**config.mk**
```make
export PLATFORM = sky130hd
export DESIGN_NAME = tlb_op_sequencer_flat
export DESIGN_NICKNAME = d
export VERILOG_FILES = /design/src/rtl/tlb_op_sequencer_pkg.sv /design/src/rtl/tlb_op_sequencer_if.sv /design/src/rtl/tlb_op_sequencer_fill.sv /design/src/rtl/tlb_op_sequencer.sv /design/src/flat_wrapper.sv
export SDC_FILE = /design/constraint.sdc
export NUM_CORES = 1
export LEC_CHECK = 0
export BUFFER_PORTS_ARGS = -buffer_cell sky130_fd_sc_hd__clkbuf_2
export CAP_MARGIN = 20
export CORE_MARGIN = 3
export CORE_UTILIZATION = 40
export DETAILED_ROUTE_END_ITERATION = 10
export GPL_TIMING_DRIVEN = 1
export PLACE_DENSITY = 0.74
export SLEW_MARGIN = 25
export SYNTH_ARGS = -nofsm -noshare
export SYNTH_HDL_FRONTEND = slang
export SYNTH_SLANG_ARGS = --single-unit
```
**constraint.sdc**
```tcl
create_clock -name clk -period 1.52 [get_ports clk]
set_input_delay 0.304 -clock clk [delete_from_list [all_inputs] [get_ports clk]]
set_output_delay 0.304 -clock clk [all_outputs]
set_load 0.02 [all_outputs]
```
**src/rtl/tlb_op_sequencer_pkg.sv**
```systemverilog
// Shared TLB op types, FSM state encoding and defaults for the TLB op sequencer.
package core_types;

  localparam int TLBNUM_DEFAULT = 16;
  localparam logic [7:0] LFSR_SEED = 8'hA5;

  typedef enum logic [2:0] {
    NOP     = 3'd0,
    TLBRD   = 3'd1,
    TLBWR   = 3'd2,
    TLBFILL = 3'd3,
    TLBSRCH = 3'd4
  } tlb_op_t;

  typedef enum logic [1:0] {
    ST_IDLE = 2'd0,
    ST_REQ  = 2'd1,
    ST_WAIT = 2'd2,
    ST_DONE = 2'd3
  } seq_state_t;

  function automatic logic is_tlb_op(input logic [2:0] op_type);
    return op_type != NOP;
  endfunction

endpackage

```
**src/rtl/tlb_op_sequencer_if.sv**
```systemverilog
// Op / TLB-array / CSR signal bundle of the TLB op sequencer; master is the sequencer side.
interface tlb_op_sequencer_if
  import core_types::*;
#(
  parameter int IDX_W = $clog2(TLBNUM_DEFAULT)
);

  logic             op_valid_i;
  logic [2:0]       op_type_i;
  logic             op_ready_o;
  logic             flush_i;
  logic [IDX_W-1:0] csr_tlbidx_index_i;
  logic             tlb_req_valid_o;
  logic             tlb_req_ready_i;
  logic [2:0]       tlb_req_type_o;
  logic [IDX_W-1:0] tlb_req_index_o;
  logic             tlb_resp_valid_i;
  logic             tlb_resp_hit_i;
  logic [IDX_W-1:0] tlb_resp_index_i;
  logic             csr_srch_we_o;
  logic             csr_srch_hit_o;
  logic [IDX_W-1:0] csr_srch_index_o;
  logic             csr_rd_we_o;
  logic             busy_o;
  logic             refetch_o;

  modport master (
    input  op_valid_i, op_type_i, flush_i, csr_tlbidx_index_i,
           tlb_req_ready_i, tlb_resp_valid_i, tlb_resp_hit_i, tlb_resp_index_i,
    output op_ready_o, tlb_req_valid_o, tlb_req_type_o, tlb_req_index_o,
           csr_srch_we_o, csr_srch_hit_o, csr_srch_index_o, csr_rd_we_o,
           busy_o, refetch_o
  );

  modport slave (
    output op_valid_i, op_type_i, flush_i, csr_tlbidx_index_i,
           tlb_req_ready_i, tlb_resp_valid_i, tlb_resp_hit_i, tlb_resp_index_i,
    input  op_ready_o, tlb_req_valid_o, tlb_req_type_o, tlb_req_index_o,
           csr_srch_we_o, csr_srch_hit_o, csr_srch_index_o, csr_rd_we_o,
           busy_o, refetch_o
  );

endinterface

```
**src/rtl/tlb_op_sequencer_fill.sv**
```systemverilog
// TLBFILL victim index generator: round-robin counter by default, or an
// 8-bit free-running LFSR when TLBFILL_LFSR_EN is defined.
module tlb_fill_index_gen
  import core_types::*;
#(
  parameter int TLBNUM = TLBNUM_DEFAULT,
  parameter int IDX_W  = $clog2(TLBNUM)
) (
  input  logic             clk,
  input  logic             rst,
  input  logic             advance_i,
  output logic [IDX_W-1:0] index_o
);

`ifdef TLBFILL_LFSR_EN
  logic [7:0] lfsr_q, lfsr_d;
  logic       unused_advance;

  assign unused_advance = advance_i;

  // x^8+x^6+x^5+x^4+1, shifted left; advances every cycle regardless of fills
  always_comb begin
    lfsr_d = {lfsr_q[6:0], lfsr_q[7] ^ lfsr_q[5] ^ lfsr_q[4] ^ lfsr_q[3]};
  end

  always_ff @(posedge clk) begin
    if (rst) lfsr_q <= LFSR_SEED;
    else     lfsr_q <= lfsr_d;
  end

  assign index_o = lfsr_q[IDX_W-1:0];
`else
  logic [IDX_W-1:0] cnt_q, cnt_d;

  // TLBNUM is a power of two, so the natural IDX_W-bit wrap is modulo TLBNUM
  always_comb begin
    cnt_d = cnt_q;
    if (advance_i) cnt_d = cnt_q + {{(IDX_W-1){1'b0}}, 1'b1};
  end

  always_ff @(posedge clk) begin
    if (rst) cnt_q <= '0;
    else     cnt_q <= cnt_d;
  end

  assign index_o = cnt_q;
`endif

endmodule

```
**src/rtl/tlb_op_sequencer.sv**
```systemverilog
// Sequences one committed privileged TLB op at a time through the TLB array and
// back to the CSRs. Fill index source selected by TLBFILL_LFSR_EN (see tlb_fill_index_gen).
module tlb_op_sequencer
  import core_types::*;
#(
  parameter int TLBNUM = TLBNUM_DEFAULT,
  parameter int IDX_W  = $clog2(TLBNUM)
) (
  input logic                clk,
  input logic                rst,
  tlb_op_sequencer_if.master bus
);

  seq_state_t       state_q, state_d;
  tlb_op_t          type_q, type_d;
  logic [IDX_W-1:0] idx_q, idx_d;
  logic             hit_q, hit_d;
  logic [IDX_W-1:0] rsp_idx_q, rsp_idx_d;

  logic             op_ready;
  logic             req_valid;
  logic             srch_we;
  logic             rd_we;
  logic             refetch;
  logic             fill_adv;
  logic [IDX_W-1:0] fill_idx;

  tlb_fill_index_gen #(
    .TLBNUM (TLBNUM),
    .IDX_W  (IDX_W)
  ) u_fill_index_gen (
    .clk       (clk),
    .rst       (rst),
    .advance_i (fill_adv),
    .index_o   (fill_idx)
  );

  always_comb begin
    state_d   = state_q;
    type_d    = type_q;
    idx_d     = idx_q;
    hit_d     = hit_q;
    rsp_idx_d = rsp_idx_q;
    op_ready  = 1'b0;
    req_valid = 1'b0;
    srch_we   = 1'b0;
    rd_we     = 1'b0;
    refetch   = 1'b0;
    fill_adv  = 1'b0;

    case (state_q)
      ST_IDLE: begin
        op_ready = 1'b1;
        if (bus.op_valid_i && is_tlb_op(bus.op_type_i) && !bus.flush_i) begin
          type_d  = tlb_op_t'(bus.op_type_i);
          idx_d   = (bus.op_type_i == TLBFILL) ? fill_idx : bus.csr_tlbidx_index_i;
          state_d = ST_REQ;
        end
      end
      ST_REQ: begin
        req_valid = 1'b1;
        // Once the array has taken the request it cannot be recalled, so the
        // handshake outranks a same-cycle flush.
        if (bus.tlb_req_ready_i) begin
          if (bus.tlb_resp_valid_i) begin
            hit_d     = bus.tlb_resp_hit_i;
            rsp_idx_d = bus.tlb_resp_index_i;
            state_d   = ST_DONE;
          end else begin
            state_d = ST_WAIT;
          end
        end else if (bus.flush_i) begin
          state_d = ST_IDLE;
        end
      end
      ST_WAIT: begin
        if (bus.tlb_resp_valid_i) begin
          hit_d     = bus.tlb_resp_hit_i;
          rsp_idx_d = bus.tlb_resp_index_i;
          state_d   = ST_DONE;
        end
      end
      ST_DONE: begin
        srch_we  = (type_q == TLBSRCH);
        rd_we    = (type_q == TLBRD);
        fill_adv = (type_q == TLBFILL);
        refetch  = 1'b1;
        state_d  = ST_IDLE;
      end
      default: state_d = ST_IDLE;
    endcase
  end

  always_ff @(posedge clk) begin
    if (rst) state_q <= ST_IDLE;
    else     state_q <= state_d;
  end

  // Op payload and response capture carry no reset; they are only read behind a strobe
  always_ff @(posedge clk) begin
    type_q    <= type_d;
    idx_q     <= idx_d;
    hit_q     <= hit_d;
    rsp_idx_q <= rsp_idx_d;
  end

  assign bus.op_ready_o       = op_ready;
  assign bus.tlb_req_valid_o  = req_valid;
  assign bus.tlb_req_type_o   = type_q;
  assign bus.tlb_req_index_o  = idx_q;
  assign bus.csr_srch_we_o    = srch_we;
  assign bus.csr_srch_hit_o   = hit_q;
  assign bus.csr_srch_index_o = rsp_idx_q;
  assign bus.csr_rd_we_o      = rd_we;
  assign bus.refetch_o        = refetch;
  assign bus.busy_o           = (state_q != ST_IDLE) ||
                                (bus.op_valid_i && is_tlb_op(bus.op_type_i));

endmodule

```
**src/flat_wrapper.sv**
```systemverilog
// flat-port wrapper written by rule: the top's interface ports become plain ports
module tlb_op_sequencer_flat import core_types::*;
#(
  parameter int TLBNUM = TLBNUM_DEFAULT,
  parameter int IDX_W  = $clog2(TLBNUM)
)
  (clk, rst, bus_op_valid_i, bus_op_type_i, bus_flush_i, bus_csr_tlbidx_index_i, bus_tlb_req_ready_i, bus_tlb_resp_valid_i, bus_tlb_resp_hit_i, bus_tlb_resp_index_i, bus_op_ready_o, bus_tlb_req_valid_o, bus_tlb_req_type_o, bus_tlb_req_index_o, bus_csr_srch_we_o, bus_csr_srch_hit_o, bus_csr_srch_index_o, bus_csr_rd_we_o, bus_busy_o, bus_refetch_o);
  tlb_op_sequencer_if #(.IDX_W(IDX_W)) bus_i ();
  input logic clk;
  input logic rst;
  input wire logic [$bits(bus_i.op_valid_i)-1:0] bus_op_valid_i;
  input wire logic [$bits(bus_i.op_type_i)-1:0] bus_op_type_i;
  input wire logic [$bits(bus_i.flush_i)-1:0] bus_flush_i;
  input wire logic [$bits(bus_i.csr_tlbidx_index_i)-1:0] bus_csr_tlbidx_index_i;
  input wire logic [$bits(bus_i.tlb_req_ready_i)-1:0] bus_tlb_req_ready_i;
  input wire logic [$bits(bus_i.tlb_resp_valid_i)-1:0] bus_tlb_resp_valid_i;
  input wire logic [$bits(bus_i.tlb_resp_hit_i)-1:0] bus_tlb_resp_hit_i;
  input wire logic [$bits(bus_i.tlb_resp_index_i)-1:0] bus_tlb_resp_index_i;
  output wire logic [$bits(bus_i.op_ready_o)-1:0] bus_op_ready_o;
  output wire logic [$bits(bus_i.tlb_req_valid_o)-1:0] bus_tlb_req_valid_o;
  output wire logic [$bits(bus_i.tlb_req_type_o)-1:0] bus_tlb_req_type_o;
  output wire logic [$bits(bus_i.tlb_req_index_o)-1:0] bus_tlb_req_index_o;
  output wire logic [$bits(bus_i.csr_srch_we_o)-1:0] bus_csr_srch_we_o;
  output wire logic [$bits(bus_i.csr_srch_hit_o)-1:0] bus_csr_srch_hit_o;
  output wire logic [$bits(bus_i.csr_srch_index_o)-1:0] bus_csr_srch_index_o;
  output wire logic [$bits(bus_i.csr_rd_we_o)-1:0] bus_csr_rd_we_o;
  output wire logic [$bits(bus_i.busy_o)-1:0] bus_busy_o;
  output wire logic [$bits(bus_i.refetch_o)-1:0] bus_refetch_o;
  assign bus_i.op_valid_i = bus_op_valid_i;
  assign bus_i.op_type_i = bus_op_type_i;
  assign bus_i.flush_i = bus_flush_i;
  assign bus_i.csr_tlbidx_index_i = bus_csr_tlbidx_index_i;
  assign bus_i.tlb_req_ready_i = bus_tlb_req_ready_i;
  assign bus_i.tlb_resp_valid_i = bus_tlb_resp_valid_i;
  assign bus_i.tlb_resp_hit_i = bus_tlb_resp_hit_i;
  assign bus_i.tlb_resp_index_i = bus_tlb_resp_index_i;
  assign bus_op_ready_o = bus_i.op_ready_o;
  assign bus_tlb_req_valid_o = bus_i.tlb_req_valid_o;
  assign bus_tlb_req_type_o = bus_i.tlb_req_type_o;
  assign bus_tlb_req_index_o = bus_i.tlb_req_index_o;
  assign bus_csr_srch_we_o = bus_i.csr_srch_we_o;
  assign bus_csr_srch_hit_o = bus_i.csr_srch_hit_o;
  assign bus_csr_srch_index_o = bus_i.csr_srch_index_o;
  assign bus_csr_rd_we_o = bus_i.csr_rd_we_o;
  assign bus_busy_o = bus_i.busy_o;
  assign bus_refetch_o = bus_i.refetch_o;
  tlb_op_sequencer #(.TLBNUM(TLBNUM), .IDX_W(IDX_W)) u_core (.clk(clk), .rst(rst), .bus(bus_i));
endmodule
```
==> flow_summary_export.csv, run 1 <==
group,metric,value,unit
synthesis,ys_seq_area_frac,0.628,
cells_and_area,fin_util,0.645,
synthesis,synth_edf_count,12,
setup_path,regToRegEndpoint,"u_core.u_fill_index_gen.index_o[0]",
sta,worst_pin_slew,0.540,ns
synthesis,ys_ff_latch,18,
cells_and_area,syn_to_final_growth,48.8,%
synthesis,mappedNetlistArea,764,um2
sta,hold_viol,0,
clock_tree,root_buffer,"clkbuf_4",
floorplan,dieWidth,49.7,um
floorplan,num_rows,15,
clock_tree,cts_tree,"yes",
sta,slew_violations,0,
clock_tree,clk_latency,0.28,ns
routing,wl_met2,846,um
routing,wirelength,1.75,mm
sta,fmax,0.632,GHz
global_routing,antenna_found_initial,0,
synthesis,yosys.area_share.xor_xnor,0,
pwr,power_leakage,0.503,nW
synthesis,syn_avg_cell_area,13.0,um2
routing,num_vias,662,
placement,dpl.cell_count,124,
cells_and_area,drive_above_1_share,0.583,
sta,setup_viol,2,
routing,vias_per_cell,4.98,
synthesis,synth_compound_area_frac,0.0687,
sta,hold-worst-slack,0.185,ns
worst_hold_path,worstHoldStart,"bus_tlb_resp_index_i[0]",
routing,firstDrtPassIters,4,
synthesis,yosys_warnings,0,
worst_hold_path,min_delay_worst_endpoint,"u_core.bus.csr_srch_index_o[0]",
worst_hold_path,hold_path.class,"in -> reg",
synthesis,synth_top_family_by_area,"simple AND/OR/NAND/NOR gates",
sta,rsz0062_at_grt,"yes",
setup_path,regToRegStartpoint,"u_core.state_q[0]",
setup_path,start_kind,"flop",
setup_path,cp.arrival,1.28,ns
routing,routedWlPerCell,13.1,um
clock_tree,clk_path_buf_depth,2,
placement,post-place-ws,0.00628,ns
cells_and_area,final_cell_mix,"31 x clkbuf_2, 12 x edfxtp_1, 11 x buf_4, 5 x mux2_2, 5 x nand2b_1",
global_routing,grt_pass1_wl,2.68,mm
pwr,clkPwrFrac,0.250,
synthesis,synth_fp_nets,78,
cells_and_area,diodes,0,
global_routing,gr-total-overflow,0,
synthesis,async_reset_ff_frac,0,
synthesis,synth-simple-area-share,0.190,
pwr,p_comb_frac,0.170,
run,drv_cap,0,
sta,post-route-period-util,1.04,
clock_tree,cts.sinks,18,
routing,drc_errors,0,
sta,setup_slack,-0.0621,ns
clock_tree,cts_max_level,1,
setup_path,rr_worst_depth,5,
floorplan,design.core.area,1760,um2
sta,fin_crit,1.58,ns
placement,dpl.hpwl,1.27,mm
pwr,switching_share,0.242,
floorplan,die_h,49.7,um
placement,gp_congestion,0.742,
synthesis,synth.distinct_cells,23,
clock_tree,hold_buffers,0,
floorplan,die-area,2470,um2
pwr,p_seq_frac,0.580,
setup_path,critPathCaptureType,"output pin",
sta,slew_headroom,0.637,
global_routing,grt_start_max_net_pins,11,
synthesis,synth_fa_ha_area_frac,0.0164,
global_routing,track_usage,0.140,
status,outcome,"complete, but fails checks",
routing,top_layer,"met4",
routing,wl_met3,127,um
synthesis,ys.flop_type,"edfxtp_1",
worst_hold_path,whs_path_depth,1,
cells_and_area,fin_cells,133,
clock_tree,cts_buffers,3,
routing,drtAntennaViolNets,0,
cells_and_area,multi_input_area,315,um2
pwr,p_sw,230,uW
cells_and_area,final-seq-area,485,um2
synthesis,synthMuxAreaShare,0.0867,
routing,met1_length,742,um
placement,port_buffers,35,
setup_path,ff2ff_setup_slack,0.05,ns
cells_and_area,nFillCells,148,
pwr,irDropWorstVdd,371,uV
cells_and_area,layout_commonest_cell,"clkbuf_2",
floorplan,ioPinCount,36,
clock_tree,clkTransAtPathRegs,0.10,ns
status,violations,"negative setup slack",
routing,dr.first_iter.drc_count,13,
synthesis,synthCells,59,
setup_path,required,1.22,ns
global_routing,grt_pass1_vias,562,
sta,skew,0.00949,ns
setup_path,critical_path_peak_fanout,4,
floorplan,start_util,0.433,
cells_and_area,nets,128,
pwr,intPower,721,uW
setup_path,path_class,"reg -> out",
pwr,cellPowerDensity,836,nW/um2
==> cell type report <==
type	count	share of cell area
inverter	2	0.00660
tap	25	0.0275
timing repair buffer	45	0.239
clock buffer	4	0.0231
sequential	18	0.427
multi-input combinational	39	0.277
==> synth_stat cells, drive strengths merged (2+ instances only) <==
cell | number | area (um2)
nor2 | 4 | 15.0
edfxtp | 12 | 360
nand2 | 2 | 7.51
nor2b | 2 | 12.5
mux2 | 5 | 56.3
or3 | 2 | 12.5
dfxtp | 6 | 120
o21ai | 2 | 10.0
nand2b | 5 | 31.3
nand4 | 2 | 12.5
and2b | 2 | 17.5
a21oi | 3 | 15.0
inv | 2 | 7.51
==> worst max path at each step <==
stage	from	to	slack (ns)	cells past startpoint
after floorplan	u_core.bus.tlb_req_type_o[2]	bus_csr_rd_we_o	0.06	2
after global placement	bus_op_type_i[0]	u_core.bus.tlb_req_index_o[0]	0.05	3
after detailed placement	flop	u_core.bus.csr_srch_index_o[2]	0.006	4
after CTS	u_core.state_q[0]	bus_csr_srch_we_o	-0.06	4
after global routing	u_core.state_q[0]	bus_csr_srch_we_o	-0.09	4
final	u_core.state_q[0]	bus_csr_srch_we_o	-0.06	4
==> timing repair <==
action,CTS,global route
pin swaps,2,1
cloned,0,0
endpoints found under the setup margin,7,17
gates resized for setup,8,12
setup buffers,5,0
==> state kept, by name, summed over array words and instances, names as in the netlist, named ones only <==
name	flops
u_core.u_fill_index_gen.index_o	4
u_core.bus.tlb_req_index_o	4
u_core.state_q	1
u_core.bus.tlb_req_type_o	3
u_core.bus.csr_srch_hit_o	1
u_core.bus.csr_srch_index_o	4
==> layer usage <==
layer	GRT usage	vias to the layer above
met2	0.225	27
met5	0	-
met4	0.0553	0
li1	-	321
met3	0.0181	4
met1	0.191	310
==> kinds of logic (layout without fill, tap and decap cells) <==
group	count (synthesis)	count (layout)
AO/OA/AOI/OAI	8	8
buffers and inverters	2	51
AND/OR/NAND/NOR	24	24
multiplexers	6	6
flip-flops	18	18
adder cells (fa/ha/maj)	1	1
==> critical path, stage by stage (launching register included) <==
cell,delay (ns)
dfxtp_4,0.39
buf_6,0.11
nand2_4,0.05
nor4b_2,0.26
buf_4,0.19
==> power by group through the flow <==
| stage | logic (mW) | clock network, mW | registers (mW) |
|---|---|---|---|
| finish | 0.161 | 0.238 | 0.551 |
| global placement | 0.129 | 0 | 0.562 |
| CTS | 0.147 | 0.247 | 0.551 |
| global route | 0.173 | 0.265 | 0.554 |
| floorplan | 0.0490 | 0 | 0.580 |
| detailed placement | 0.132 | 0 | 0.563 |
==> per-stage QoR <==
| step | instance area (um2) | setup TNS, ns | total power [mW] |
|---|---|---|---|
| after CTS | 1110 | -0.333 | 0.945 |
| final | 1140 | -0.0761 | 0.950 |
| after global routing | 1140 | -0.211 | 0.992 |
| after global placement | 1020 | 0 | 0.692 |
| after detailed placement | 1020 | 0 | 0.695 |
| after floorplan | 777 | 0 | 0.629 |
No activity file was read; power rests on OpenSTA's default activity.
==> run 2, diff against run 1 <==
- SKIP_LAST_GASP: default -> 1
==> flow_summary_export.csv, run 2 (synthesized netlist as in run 1, its figures left out) <==
group,metric,value,unit
cells_and_area,diodes,0,
cells_and_area,syn_to_final_growth,47.0,%
placement,port_buffers,35,
pwr,irDropWorstVdd,530,uV
setup_path,cp.arrival,1.27,ns
sta,slew_violations,0,
routing,wirelength,1.72,mm
sta,setup_viol,9,
status,violations,"negative setup slack",
placement,dpl.hpwl,1.27,mm
cells_and_area,nFillCells,155,
setup_path,required,1.22,ns
clock_tree,clk_path_buf_depth,2,
clock_tree,cts_buffers,3,
setup_path,critical_path_peak_fanout,4,
clock_tree,root_buffer,"clkbuf_4",
cells_and_area,final_cell_mix,"31 x clkbuf_2, 12 x edfxtp_1, 11 x buf_4, 5 x mux2_2, 5 x nand2b_1",
floorplan,die-area,2470,um2
floorplan,dieWidth,49.7,um
run,drv_cap,0,
status,outcome,"complete, but fails checks",
routing,firstDrtPassIters,4,
global_routing,antenna_found_initial,0,
sta,worst_pin_slew,0.807,ns
routing,drtAntennaViolNets,0,
placement,dpl.cell_count,124,
global_routing,grt_start_max_net_pins,11,
setup_path,critPathCaptureType,"output pin",
global_routing,track_usage,0.140,
global_routing,grt_pass1_wl,2.68,mm
placement,gp_congestion,0.742,
clock_tree,clk_latency,0.28,ns
sta,rsz0062_at_grt,"yes",
pwr,total_power,942,uW
sta,fin_crit,1.58,ns
sta,post-route-period-util,1.04,
clock_tree,cts_max_level,1,
floorplan,die_h,49.7,um
floorplan,start_util,0.433,
cells_and_area,fin_cells,133,
setup_path,start_kind,"flop",
worst_hold_path,hold_path.class,"in -> reg",
sta,setup_slack,-0.0564,ns
sta,hold_viol,0,
sta,skew,0.0106,ns
routing,routedWlPerCell,12.9,um
routing,dr.first_iter.drc_count,17,
cells_and_area,nets,128,
sta,fmax,0.634,GHz
clock_tree,cts.sinks,18,
setup_path,path_class,"reg -> out",
floorplan,design.core.area,1760,um2
placement,post-place-ws,0.00628,ns
sta,slew_headroom,0.457,
routing,drc_errors,0,
pwr,power_leakage,0.499,nW
cells_and_area,layout_commonest_cell,"clkbuf_2",
floorplan,ioPinCount,36,
global_routing,grt_pass1_vias,562,
clock_tree,cts_tree,"yes",
floorplan,num_rows,15,
routing,num_vias,657,
global_routing,gr-total-overflow,0,
cells_and_area,drive_above_1_share,0.583,
clock_tree,clkTransAtPathRegs,0.10,ns
routing,vias_per_cell,4.94,
pwr,cellPowerDensity,838,nW/um2
run 2: cell counts in the layout (fill, tap and decap cells not counted):
No cell type changed its count.
run 2: area by class of cell:
class | instances | area [um2] | area share
clock buffers | 4 | 26.3 | 0.0234
flip-flops and latches | 18 | 485 | 0.432
inverters | 2 | 7.51 | 0.00668
multi-input cells | 39 | 302 | 0.268
repair buffers | 45 | 272 | 0.242
well taps | 25 | 31.3 | 0.0278
run 2: worst max-delay path, cell delays in order, from the launching register on:
cell and delay, ns:
dfxtp_4 0.38, buf_6 0.11, nand2_4 0.05, nor4b_2 0.27, buf_4 0.19
run 2: worst paths after layout:
path              depth (start not counted)                                 end                               start  slack, ns
hold reg to reg                           2  u_core.u_fill_index_gen.index_o[3]  u_core.u_fill_index_gen.index_o[3]       0.49
setup / recovery                          4                   bus_csr_srch_we_o                   u_core.state_q[0]      -0.06
setup reg to reg                          2       u_core.bus.tlb_req_index_o[1]                                flop      -0.04
hold / removal                            1      u_core.bus.csr_srch_index_o[0]             bus_tlb_resp_index_i[0]       0.19
run 2: repair_timing:
| action | in CTS | in global routing |
|---|---|---|
| gates resized for setup | 8 | 10 |
| cloned | 0 | 0 |
| setup buffers | 5 | 0 |
| setup endpoints to repair | 7 | 17 |
| hold buffers | 0 | 0 |
| pin swaps | 2 | 0 |
run 2: per-layer routing:
layer	global-route usage	part of all wire
met5	0	0
met4	0.0553	0.012
met3	0.0181	0.067
met2	0.225	0.49
met1	0.191	0.43
run 2: where the power goes:
part	internal, mW	switching, mW
Clock	0.102	0.134
Sequential	0.542	0.00866
Combinational	0.0748	0.0813
Total	0.718	0.223
run 2: per-stage QoR:
step / util / hold WS (ns) / instance area, um2 / setup TNS, ns
global route: 0.637 / 0.175 / 1120 / -1.00
finish: 0.637 / 0.189 / 1120 / -0.305
CTS: 0.628 / 0.182 / 1110 / -0.333
global placement: 0.579 / 0.469 / 1020 / 0
floorplan: - / 0.373 / 777 / 0
detailed placement: 0.579 / 0.483 / 1020 / 0
==> run 3, diff against run 2 <==
- REMOVE_ABC_BUFFERS: default -> 1
==> flow_summary_export.csv, run 3 (synthesized netlist as in run 1, its figures left out) <==
group,metric,value,unit
floorplan,dieWidth,49.7,um
routing,top_layer,"met4",
setup_path,cp.arrival,1.21,ns
placement,dpl.hpwl,1.14,mm
setup_path,critical-path-top-delay-family,"flip-flops",
pwr,p_sw,222,uW
clock_tree,root_buffer,"clkbuf_4",
floorplan,die_h,49.7,um
routing,num_vias,612,
setup_path,crit_chain,"nor4b_2, buf_4",
setup_path,path_buf_inv,1,
routing,met1_length,653,um
cells_and_area,final-seq-area,488,um2
routing,wl_met3,131,um
floorplan,num_rows,15,
sta,hold_viol,0,
setup_path,cpMaxStageDelayCell,"edfxtp_1",
global_routing,track_usage,0.131,
setup_path,start_kind,"flop",
pwr,cellPowerDensity,912,nW/um2
floorplan,die-area,2470,um2
sta,slew_headroom,0.743,
clock_tree,clk_latency,0.28,ns
cells_and_area,drive_above_1_share,0.545,
global_routing,grt_pass1_wl,2.50,mm
routing,drc_errors,0,
sta,slew_violations,0,
sta,setup_slack,0.00138,ns
routing,wirelength,1.54,mm
cells_and_area,diodes,0,
pwr,intPower,741,uW
pwr,clkPwrFrac,0.299,
sta,fmax,0.658,GHz
pwr,p_comb_frac,0.129,
floorplan,ioPinCount,36,
sta,post-route-period-util,0.999,
routing,wl_met2,743,um
sta,skew,0.00223,ns
clock_tree,cts.sinks,18,
worst_hold_path,hold_path.class,"in -> reg",
sta,fin_crit,1.52,ns
floorplan,start_util,0.433,
cells_and_area,syn_to_final_growth,38.1,%
global_routing,antenna_found_initial,0,
pwr,p_seq_frac,0.573,
sta,rsz0062_at_grt,"yes",
routing,vias_per_cell,4.86,
routing,routedWlPerCell,12.2,um
routing,firstDrtPassIters,4,
setup_path,required,1.22,ns
global_routing,grt_pass1_vias,587,
clock_tree,clkTransAtPathRegs,0.10,ns
placement,port_buffers,35,
pwr,irDropWorstVdd,629,uV
cells_and_area,final_cell_mix,"33 x clkbuf_2, 12 x edfxtp_1, 5 x mux2_2, 5 x nand2b_1, 5 x buf_4",
setup_path,slowest_delay,0.46,ns
routing,dr.first_iter.drc_count,8,
run,drv_cap,0,
global_routing,grt_start_max_net_pins,11,
routing,drtAntennaViolNets,0,
sta,setup_viol,0,
setup_path,critPathCaptureType,"output pin",
floorplan,design.core.area,1760,um2
placement,gp_congestion,0.765,
cells_and_area,layout_commonest_cell,"clkbuf_2",
pwr,power_leakage,0.450,nW
pwr,total_power,963,uW
setup_path,path_class,"reg -> out",
cells_and_area,nets,121,
clock_tree,cts_tree,"yes",
clock_tree,cts_buffers,3,
clock_tree,cts_max_level,1,
setup_path,critical_path_peak_fanout,3,
cells_and_area,multi_input_area,290,um2
sta,worst_pin_slew,0.385,ns
cells_and_area,nFillCells,176,
global_routing,gr-total-overflow,0,
status,outcome,"finished clean",
placement,post-place-ws,0.150,ns
pwr,switching_share,0.231,
clock_tree,clk_path_buf_depth,2,
## run 3: cell types whose count changed in the layout (fill, tap and decap cells not counted), sizes merged
cell and change:
clkbuf +2, buf -9
## run 3: final cells by class
class | count | share of cell area
clock buffers | 4 | 0.0344
repair buffers | 38 | 0.192
well taps | 25 | 0.0296
inverters | 2 | 0.00711
multi-input cells | 39 | 0.275
flip-flops and latches | 18 | 0.462
## run 3: what timing repair did
item,in CTS,in global routing
hold buffers,0,0
pin swaps,0,1
buffers inserted,2,0
cloned,0,0
setup endpoints to repair,2,3
resized for setup,7,4
## run 3: power by group through the flow
stage | registers, mW | logic (mW) | clock network, mW
after floorplan | 0.579 | 0.0479 | 0
after global placement | 0.563 | 0.117 | 0
after detailed placement | 0.564 | 0.119 | 0
after CTS | 0.551 | 0.125 | 0.292
after global routing | 0.554 | 0.135 | 0.316
final | 0.551 | 0.124 | 0.288
## run 3: routing by layer
layer  track usage  vias to the layer above
li1              -                      307
met1         0.157                      277
met2         0.227                       26
met3        0.0363                        2
met4        0.0415                        0
met5             0                        -
## run 3: path summary, 6_finish.rpt
path | from | end | slack, ns | cells past startpoint
max | u_core.bus.tlb_req_type_o[1] | bus_csr_srch_we_o | 0.001 | 2
min | bus_tlb_resp_index_i[0] | u_core.bus.csr_srch_index_o[0] | 0.19 | 1
max reg2reg | u_core.bus.tlb_req_type_o[2] | u_core.u_fill_index_gen.index_o[0] | 0.09 | 4
min reg2reg | u_core.u_fill_index_gen.index_o[3] | u_core.u_fill_index_gen.index_o[3] | 0.50 | 2
## run 3: worst reg2reg max path: stages (launching register included)
cell      delay (ns)
edfxtp_1        0.41
buf_4           0.16
nand4b_1        0.24
nor2_2          0.18
mux2_2          0.34
## run 3: metrics by stage
| stage | hold WS (ns) | TNS, ns | util | cell area (um2) | cells |
|---|---|---|---|---|---|
| 3_3_place_gp | 0.471 | 0 | 0.555 | 978 | 120 |
| 5_1_grt | 0.179 | -0.108 | 0.599 | 1060 | 126 |
| 3_5_place_dp | 0.479 | 0 | 0.555 | 978 | 120 |
| 6_report | 0.192 | 0 | 0.599 | 1060 | 126 |
| 2_1_floorplan | 0.373 | -0.977 | - | 764 | 59 |
| 4_1_cts | 0.189 | -0.0424 | 0.594 | 1050 | 126 |
